--- config.mk ---
export PLATFORM = sky130hd
export DESIGN_NAME = cacheline_adapter
export DESIGN_NICKNAME = d
export VERILOG_FILES = /design/src/rtl/cache_pkg.sv /design/src/rtl/cacheline_adapter.sv
export SDC_FILE = /design/constraint.sdc
export NUM_CORES = 1
export LEC_CHECK = 0
export BUFFER_PORTS_ARGS = -buffer_cell sky130_fd_sc_hd__buf_2
export CAP_MARGIN = 10
export CELL_PAD_IN_SITES_DETAIL_PLACEMENT = 2
export CELL_PAD_IN_SITES_GLOBAL_PLACEMENT = 2
export CORE_AREA = 2 2 277 279
export DETAILED_ROUTE_END_ITERATION = 12
export DIE_AREA = 0 0 279 281
export MAX_ROUTING_LAYER = met4
export PLACE_DENSITY = 0.77
export SLEW_MARGIN = 10
export SYNTH_ARGS = -nofsm -noshare
export SYNTH_HDL_FRONTEND = slang
export SYNTH_SLANG_ARGS = --single-unit
--- constraint.sdc ---
create_clock -name clk -period 3.6 [get_ports clk]
set_clock_uncertainty 0.05 [all_clocks]
set_input_delay 0.36 -clock clk [delete_from_list [all_inputs] [get_ports clk]]
set_output_delay 0.36 -clock clk [all_outputs]
set_load 0.1 [all_outputs]
--- src/rtl/cache_pkg.sv ---
// cache_pkg: line/burst geometry and adapter state shared by the L2 control and datapath.
package cache_pkg;
  localparam int LINE_WIDTH  = 256;
  localparam int BURST_WIDTH = 64;
  localparam int ADDR_WIDTH  = 32;
  localparam int BEATS       = LINE_WIDTH / BURST_WIDTH;
  localparam int CNT_WIDTH   = $clog2(BEATS);
  localparam int OFFSET_BITS = $clog2(LINE_WIDTH / 8);
  typedef enum logic [1:0] {IDLE, RD_BURST, WR_BURST, DONE} adapter_state_t;
endpackage

--- src/rtl/cacheline_adapter.sv ---
// cacheline_adapter: turns one 256-bit L2 line read/writeback into a 4-beat 64-bit memory burst.
module cacheline_adapter
  import cache_pkg::*;
(
  input  logic                   clk,
  input  logic                   rst,
  input  logic                   read_i,
  input  logic                   write_i,
  input  logic [ADDR_WIDTH-1:0]  address_i,
  input  logic [LINE_WIDTH-1:0]  line_i,
  output logic [LINE_WIDTH-1:0]  line_o,
  output logic                   resp_o,
  output logic                   read_o,
  output logic                   write_o,
  output logic [ADDR_WIDTH-1:0]  address_o,
  input  logic [BURST_WIDTH-1:0] burst_i,
  output logic [BURST_WIDTH-1:0] burst_o,
  input  logic                   resp_i
);
  adapter_state_t        r_state;
  logic [CNT_WIDTH-1:0]  r_cnt;
  logic [LINE_WIDTH-1:0] r_line;
  logic [LINE_WIDTH-1:0] r_wline;
  logic [ADDR_WIDTH-1:0] r_addr;
  logic                  w_last;
  logic [ADDR_WIDTH-1:0] w_aligned;
  assign w_last    = resp_i && (r_cnt == CNT_WIDTH'(BEATS - 1));
  assign w_aligned = address_i & ~ADDR_WIDTH'((1 << OFFSET_BITS) - 1);
  // Writeback data lives apart from the fill buffer so line_o stays put across a writeback.
  always_ff @(posedge clk or negedge rst) begin
    if (!rst) begin
      r_state <= IDLE;
      r_cnt   <= '0;
      r_line  <= '0;
      r_wline <= '0;
      r_addr  <= '0;
    end else begin
      case (r_state)
        IDLE: if (read_i || write_i) begin
          r_addr  <= w_aligned;
          r_cnt   <= '0;
          r_state <= read_i ? RD_BURST : WR_BURST;
          if (!read_i) r_wline <= line_i;
        end
        RD_BURST: if (resp_i) begin
          r_line[r_cnt*BURST_WIDTH +: BURST_WIDTH] <= burst_i;
          r_cnt <= r_cnt + 1'b1;
          if (w_last) r_state <= DONE;
        end
        WR_BURST: if (resp_i) begin
          r_cnt <= r_cnt + 1'b1;
          if (w_last) r_state <= DONE;
        end
        DONE: r_state <= IDLE;
        default: r_state <= IDLE;
      endcase
    end
  end
  assign read_o    = r_state == RD_BURST;
  assign write_o   = r_state == WR_BURST;
  assign resp_o    = r_state == DONE;
  assign address_o = (read_o || write_o) ? r_addr : '0;
  assign burst_o   = write_o ? r_wline[r_cnt*BURST_WIDTH +: BURST_WIDTH] : '0;
  assign line_o    = r_line;
endmodule

* After elaboration in Yosys (flattened, before gate mapping)
Index checks and enable logic that the tools add are counted.
** Word-level totals
- Register bits :: 543
- Bits of input ports :: 357
- Logic and storage cells :: 40
** Cells by class
- $add $sub $neg :: 2
- Eq/ne operators :: 7
- Shift-type cells :: 3
- Mux-type cells :: 11
- Bitwise gates (word level) :: 1
- Reduce and logical (&&, ||, !) cells :: 11
** Operators by type and width (number)
- bitwise mux 256 bit :: 1
- variable shift 64 x 34 -> 256 bit (first input constant) :: 1
- variable part select 256 x 9 -> 64 bit :: 1
- variable part select 64 x 34 -> 256 bit :: 1
- 2-to-1 mux 64 bit :: 1
- negator 8 -> 34 bit :: 1
- 2-to-1 mux 32 bit :: 1
- 2-to-1 mux 2 bit :: 6
- AND reduction 3 bit :: 3
- == test 2 bit (second input constant) :: 3
- one-hot mux 2 bit (3 select lines) :: 1
- != test 2 x 1 -> 1 bit (second input constant) :: 2
- one-hot mux 2 bit (2 select lines) :: 1
- AND reduction 2 bit :: 2
- adder 2 x 1 -> 2 bit (second input constant) :: 1
- == test 2 x 1 -> 1 bit (second input constant) :: 1
- logical NOT 2 bit :: 1
- logical OR 1 bit :: 2
- != test 2 bit (second input constant) :: 1
- nonzero test 2 bit :: 1
- OR reduction 2 bit :: 1
- logical AND 1 bit :: 1
- inverter 1 bit :: 1

* Longest topological paths before layout
Gate-level depths: netlist (run 1).
- Depth after elaboration :: 5
- Mapped depth :: 11
- Gate-level depth less buffers :: 5

* Worst setup path before layout (run 1)
OpenSTA, ideal clock, no wires.
- Path type :: register -> register
- Start :: reg r_state[1]
- End :: reg r_line[192], in the netlist line_o[192]
- Library setup time :: 0.069 ns
- Data arrival time :: 2.475 ns
- Slack :: 1.006 ns
- Cell stages (with the launch flop) :: 8
- Clock period less this slack :: 2.594 ns
- Cell sequence :: dfrtp_1 -> inv_1 -> ha_1 -> buf_2 -> nand3_2 -> nor4_4 -> buf_6 -> a22o_1
** Between the ends
- Cells in the longest elaborated chain, start to end :: 2
** RTL lines
- start, declared :: line cacheline_adapter.sv:20 : adapter_state_t r_state;
- start signal, assigned :: line cacheline_adapter.sv:42 : r_state <= read_i ? RD_BURST : WR_BURST;
- == test 2 x 1 -> 1 bit
- via read_o :: line cacheline_adapter.sv:13 : output logic read_o,
- AND reduction 2 bit (no line)
- end signal, assigned by index :: line cacheline_adapter.sv:46 : r_line[r_cnt*BURST_WIDTH +: BURST_WIDTH] <= burst_i;
- end, declared :: line cacheline_adapter.sv:22 : logic [LINE_WIDTH-1:0] r_line;
The timed path passes the listed nets, and every way through them passes these cells.
A chain may end at the register's enable or synchronous reset.

* Final worst setup path (run 1)
- Start :: reg r_cnt[0]
- End :: out burst_o[29]
** Between the ends
- Cells in the longest elaborated chain, start to end :: 2
** RTL lines
- start, declared :: line cacheline_adapter.sv:21 : logic [CNT_WIDTH-1:0] r_cnt;
- start signal, assigned :: line cacheline_adapter.sv:47 : r_cnt <= r_cnt + 1'b1;
- start signal, assigned :: line cacheline_adapter.sv:51 : r_cnt <= r_cnt + 1'b1;
- variable part select 256 x 9 -> 64 bit :: line cacheline_adapter.sv:63 : assign burst_o = write_o ? r_wline[r_cnt*BURST_WIDTH +: BURST_WIDTH] : '0;
- 2-to-1 mux 64 bit :: line cacheline_adapter.sv:63
- end, declared :: line cacheline_adapter.sv:17 : output logic [BURST_WIDTH-1:0] burst_o,
No other way between the ends.

==> flow_summary.toml, run 1 <==
[routing]
dr_wl_met3_um = 4540
vias = 19000
viasPerCell = 5.09
met2WireLength_um = 59000
firstDrtPassIters = 5
wl_um = 110000
drtIter0Drc = 1025
detail-route-antenna-nets = 0
wl_per_cell_um = 29.4
routed.top_layer = "met4"
drt-met1-wl_um = 38300
drc = 0

[finish]
drive_above_1_share_pct = 44.5
area_growth_pct = 45.7
final_common_cell = "buf_2"
nets = 3038
most-common-layout-cells = "700 x buf_2, 541 x dfrtp_1, 343 x dlygate4sd3_1"
seqCellArea_sq_um = 13600
fin_util_pct = 43.6
instances_no_fill = 3731
fillers = 7501
multi_input_area_sq_um = 8330

[cts]
cts_root_buffer = "clkbuf_16"
h-tree-depth = 3
post_cts_resized = 0
cts_buffers = 66
tritoncts = "done"
cts_buffer_depth = 3
cts.sinks = 543
clk_pin_slew_worst_paths_ns = 0.07
clk_latency_ns = 0.60

[timing]
rsz0062_at_grt = "false"
period_share_pct = 92.7
report.final.slew_viol_count = 0
fmax_ghz = 0.299
finalHoldViolations = 0
tns_ns = 0
worst_pin_slew_ns = 0.976
fin_crit_ns = 3.34
timing.final.ws_setup_ns = 0.261
holdWs_ns = 0.0472
slew_headroom_pct = 34.9
setup_viol = 0

[yosys]
ys_ff_latch = 543
synthAdderAreaFrac_pct = 0.665
synth_xor_area_share_pct = 0
yosysSeqAreaShare_pct = 60.2
synth_compound_area_share_pct = 8.08
synth.distinct_cells = 32
avgSynthCellArea_sq_um = 13.7
syn_area_sq_um = 22600
synth_top_family_by_area = "multiplexers"
synth-simple-area-share_pct = 7.08
yosys_warnings = 0
synthCells = 1644
synthMuxAreaShare_pct = 20.7

[status]
status = "finished clean"

[die]
core-area_sq_um = 75400
initial_core_util_pct = 29.9
die_y_um = 281
fp.dieW_um = 279
die_area_sq_um = 78400
fp-row-count = 101
io_pins = 712

[global_routing]
track_usage_pct = 28.0
grt_pass1_vias = 22500
grt_max_degree = 100
grt_pass1_wl_um = 157000
antenna_found_initial = 27
grt.overflow.total = 0

[worst_setup_path]
crit_fanout = 47
crit_type = "reg -> out"
cp-end-kind = "output port"
worstPathArrival_ns = 2.93
crit_path_start_kind = "flip-flop"
required_ns = 3.19

[power]
power_frac_seq_pct = 29.1
leakagePower_nw = 15.9
pwr-share-comb_pct = 50.4
p_clk_share_pct = 20.5
p_int_mw = 17.1
pwr_density_cell_nw_per_um2 = 1070
peakVddDrop_mv = 0.957
power_switching_mw = 18.0
switching_share_pct = 51.4

[worst_hold_path]
min_path_type = "in -> reg"

[run]
cap_violations = 0

[placed_design]
io_buffers = 701
dp_cells = 3235
dp_slack_ns = 0.694
gp_congestion = 0.875
dp_hpwl_um = 59100
worst paths after layout:
kind                             start           end  slack, ns  cells past startpoint
max                           r_cnt[0]   burst_o[29]       0.26                      4
min                        line_i[132]  r_wline[132]       0.05                      2
max reg2reg                   r_cnt[0]   line_o[105]       0.67                      6
min reg2reg                line_o[151]   line_o[151]       0.43                      2
max in group asynchronous          rst   line_o[176]       2.10                      4
min in group asynchronous          rst  r_wline[129]       0.30                      2
layout make-up:
class | instances | share of cell area [%]
inverters | 4 | 0.0456
clock buffers | 86 | 5.68
well taps | 978 | 3.72
multi-input cells | 973 | 25.3
flip-flops and latches | 543 | 41.3
repair buffers | 1081 | 22.5
clock inverters | 32 | 1.21
diodes | 34 | 0.259
flip-flops by register name, indices dropped and copies added (netlist names):
register  count
r_cnt         2
line_o      256
r_addr       27
r_wline     256
r_state       2
cells by family (layout without fill, tap and decap cells):
logic type	count (synthesis)	in the layout
flops	543	543
mux	352	352
simple gates	345	345
compound gates	259	259
buf+inv	132	1203
fa+ha+maj	12	12
other cells	1	39
stage by stage:
step | instance area, sq um | total power [mW]
final | 32900 | 35.1
after global placement | 27100 | 25.7
after floorplan | 22600 | 22.8
after CTS | 32800 | 34.0
after detailed placement | 27100 | 26.4
after global routing | 32900 | 36.1
cells in the mapped netlist (all sizes together):
cell type,number,area share (%)
a21oi,1,0.022
a22o,140,5.4
and2,91,2.5
and4bb,1,0.055
buf,82,2.4
clkbuf,46,0.76
conb,1,0.017
dfrtp,543,60
ha,12,0.66
inv,4,0.066
mux2,283,14
mux2i,5,0.22
mux4,64,6.4
nand2,236,3.9
nand2b,1,0.028
nand3,5,0.13
nand3b,2,0.066
nand4b,1,0.039
nor2,1,0.017
nor2b,1,0.028
nor3,2,0.044
nor3b,2,0.066
nor4,1,0.094
nor4b,1,0.066
o21ai,118,2.6
repair_timing:
action                     in CTS  in global routing
setup endpoints to repair       0                  1
hold endpoints to repair      535                  0
buffers inserted                0                  1
hold buffers                  343                  0
layer usage:
| layer | up-vias | GRT usage [%] |
|---|---|---|
| met2 | 785 | 50.3 |
| met3 | 380 | 4.63 |
| met5 | - | - |
| met4 | 0 | 18.9 |
| met1 | 9933 | 28.1 |
| li1 | 7884 | - |
worst max-delay path, cell delays in order, from the launching register on:
cell     delay [ns]
dfrtp_4        0.68
buf_12         0.39
mux4_2         0.62
and2_1         0.23
buf_2          0.30
power by group through the flow:
stage               Sequential, mW  Clock (mW)  Combinational (mW)
finish                        10.2        7.20                17.7
global route                  10.4        7.53                18.2
CTS                           9.78        7.16                17.0
detailed placement            9.81           0                16.6
global placement              9.54           0                16.2
floorplan                     13.6           0                9.18
(Power assumes the default switching activity.)
==> run 2, diff against run 1 <==
==> constraint.sdc (replaced) <==
create_clock -name clk -period 4.1 [get_ports clk]
set_clock_uncertainty 0.05 [all_clocks]
set_input_delay 0.41 -clock clk [delete_from_list [all_inputs] [get_ports clk]]
set_output_delay 0.41 -clock clk [all_outputs]
set_load 0.1 [all_outputs]
==> flow_summary.toml, run 2 (synthesis results as in run 1) <==
[status]
status = "finished clean"

[timing]
slew_headroom_pct = 22.3
fin_crit_ns = 3.55
tns_ns = 0
fmax_ghz = 0.282
period_share_pct = 86.6
report.final.slew_viol_count = 0
finalHoldViolations = 0
worst_pin_slew_ns = 1.16
setup_viol = 0
rsz0062_at_grt = "false"
holdWs_ns = 0.0352

[worst_setup_path]
r2r_start = "r_state[1]"
r2r_cells = 6
crit_path_start_kind = "flip-flop"
worstPathArrival_ns = 3.09
crit_type = "reg -> out"
crit_fanout = 34
cp-end-kind = "output port"
crit_path_end = "burst_o[14]"
r2r_end = "line_o[121]"
startpoint = "r_state[0]"
required_ns = 3.64
r2r_setup_slack_ns = 1.18

[routing]
wl_um = 105000
drc = 0
wl_per_cell_um = 28.9
drtIter0Drc = 1058
firstDrtPassIters = 5
vias = 18500
detail-route-antenna-nets = 0
viasPerCell = 5.08

[power]
pwr_density_cell_nw_per_um2 = 948
leakagePower_nw = 15.5
peakVddDrop_mv = 0.748
finalPower_mw = 30.3

[finish]
area_growth_pct = 41.5
fillers = 7554
most-common-layout-cells = "700 x buf_2, 541 x dfrtp_1, 283 x mux2_2"
final_common_cell = "buf_2"
nets = 2959
fin_util_pct = 42.3
drive_above_1_share_pct = 45.5
seqCellArea_sq_um = 13600
multi_input_area_sq_um = 8330

[global_routing]
track_usage_pct = 27.2
antenna_found_initial = 26
grt_max_degree = 100
grt_pass1_wl_um = 152000
grt_pass1_vias = 21500
grt.overflow.total = 0

[cts]
clk_latency_ns = 0.58
cts_root_buffer = "clkbuf_16"
cts.sinks = 543
h-tree-depth = 3
tritoncts = "done"
hold_buffers = 263
cts_buffer_depth = 3
post_cts_resized = 0
cts_setup_buffers = 0
clk_pin_slew_worst_paths_ns = 0.07
cts_buffers = 67

[die]
die_y_um = 281
die_area_sq_um = 78400
fp.dieW_um = 279
io_pins = 712
core-area_sq_um = 75400
initial_core_util_pct = 29.9
fp-row-count = 101

[worst_hold_path]
min_path_type = "in -> reg"

[placed_design]
gp_congestion = 0.845
dp_hpwl_um = 59700
io_buffers = 701

[run]
cap_violations = 0
run 2: cell types whose count changed in the layout (fill, tap and decap cells not counted), sizes merged:
cell,before,now
clkinvlp,2,1
clkinv,20,13
clkbuf,86,97
bufinv,7,2
inv,7,9
buf,738,735
diode,34,28
dlygate4sd3,343,266
run 2: power by group:
part / total, mW / internal [mW] / switching [mW]
sequential: 8.91 / 7.34 / 1.57
combinational: 15.3 / 3.87 / 11.4
clock: 6.05 / 3.48 / 2.57
run 2: worst min path at each step:
stage / startpoint / to / cells past startpoint
floorplan: rst / line_o[0] / 0
global placement: line_o[92] / line_o[92] / 2
detailed placement: line_o[99] / line_o[99] / 2
CTS: line_i[250] / r_wline[250] / 2
global route: line_i[250] / r_wline[250] / 2
finish: line_i[45] / r_wline[45] / 2
run 2: critical path: stages (launching register included):
cell and delay (ns):
dfrtp_1 0.42, inv_1 0.20, ha_2 0.78, buf_4 0.39, and2_1 0.23, buf_2 0.48
run 2: through the flow:
step / area (sq um) / setup WS [ns] / instances
final: 31900 / 0.550 / 3645
after global routing: 31900 / 0.406 / 3645
after CTS: 31800 / 0.684 / 3614
after detailed placement: 27000 / 1.16 / 3233
after global placement: 27000 / 1.37 / 3233
after floorplan: 22600 / 1.51 / 1648
run 2: routing by layer:
layer / GRT usage (%) / wire (um) / vias up
li1: - / - / 7734
met1: 28.2 / 37000 / 9756
met2: 48.6 / 57300 / 704
met3: 4.23 / 4430 / 326
met4: 16.4 / 6710 / 0
met5: - / 0 / -
run 2: final cells by class:
cell class / instances / area share (%)
clock buffer: 97 / 6.17
timing repair buffer: 1001 / 20.5
inverter: 4 / 0.0470
clock inverter: 21 / 0.611
tap: 978 / 3.83
antenna: 28 / 0.219
multi-input combinational: 973 / 26.1
sequential: 543 / 42.6
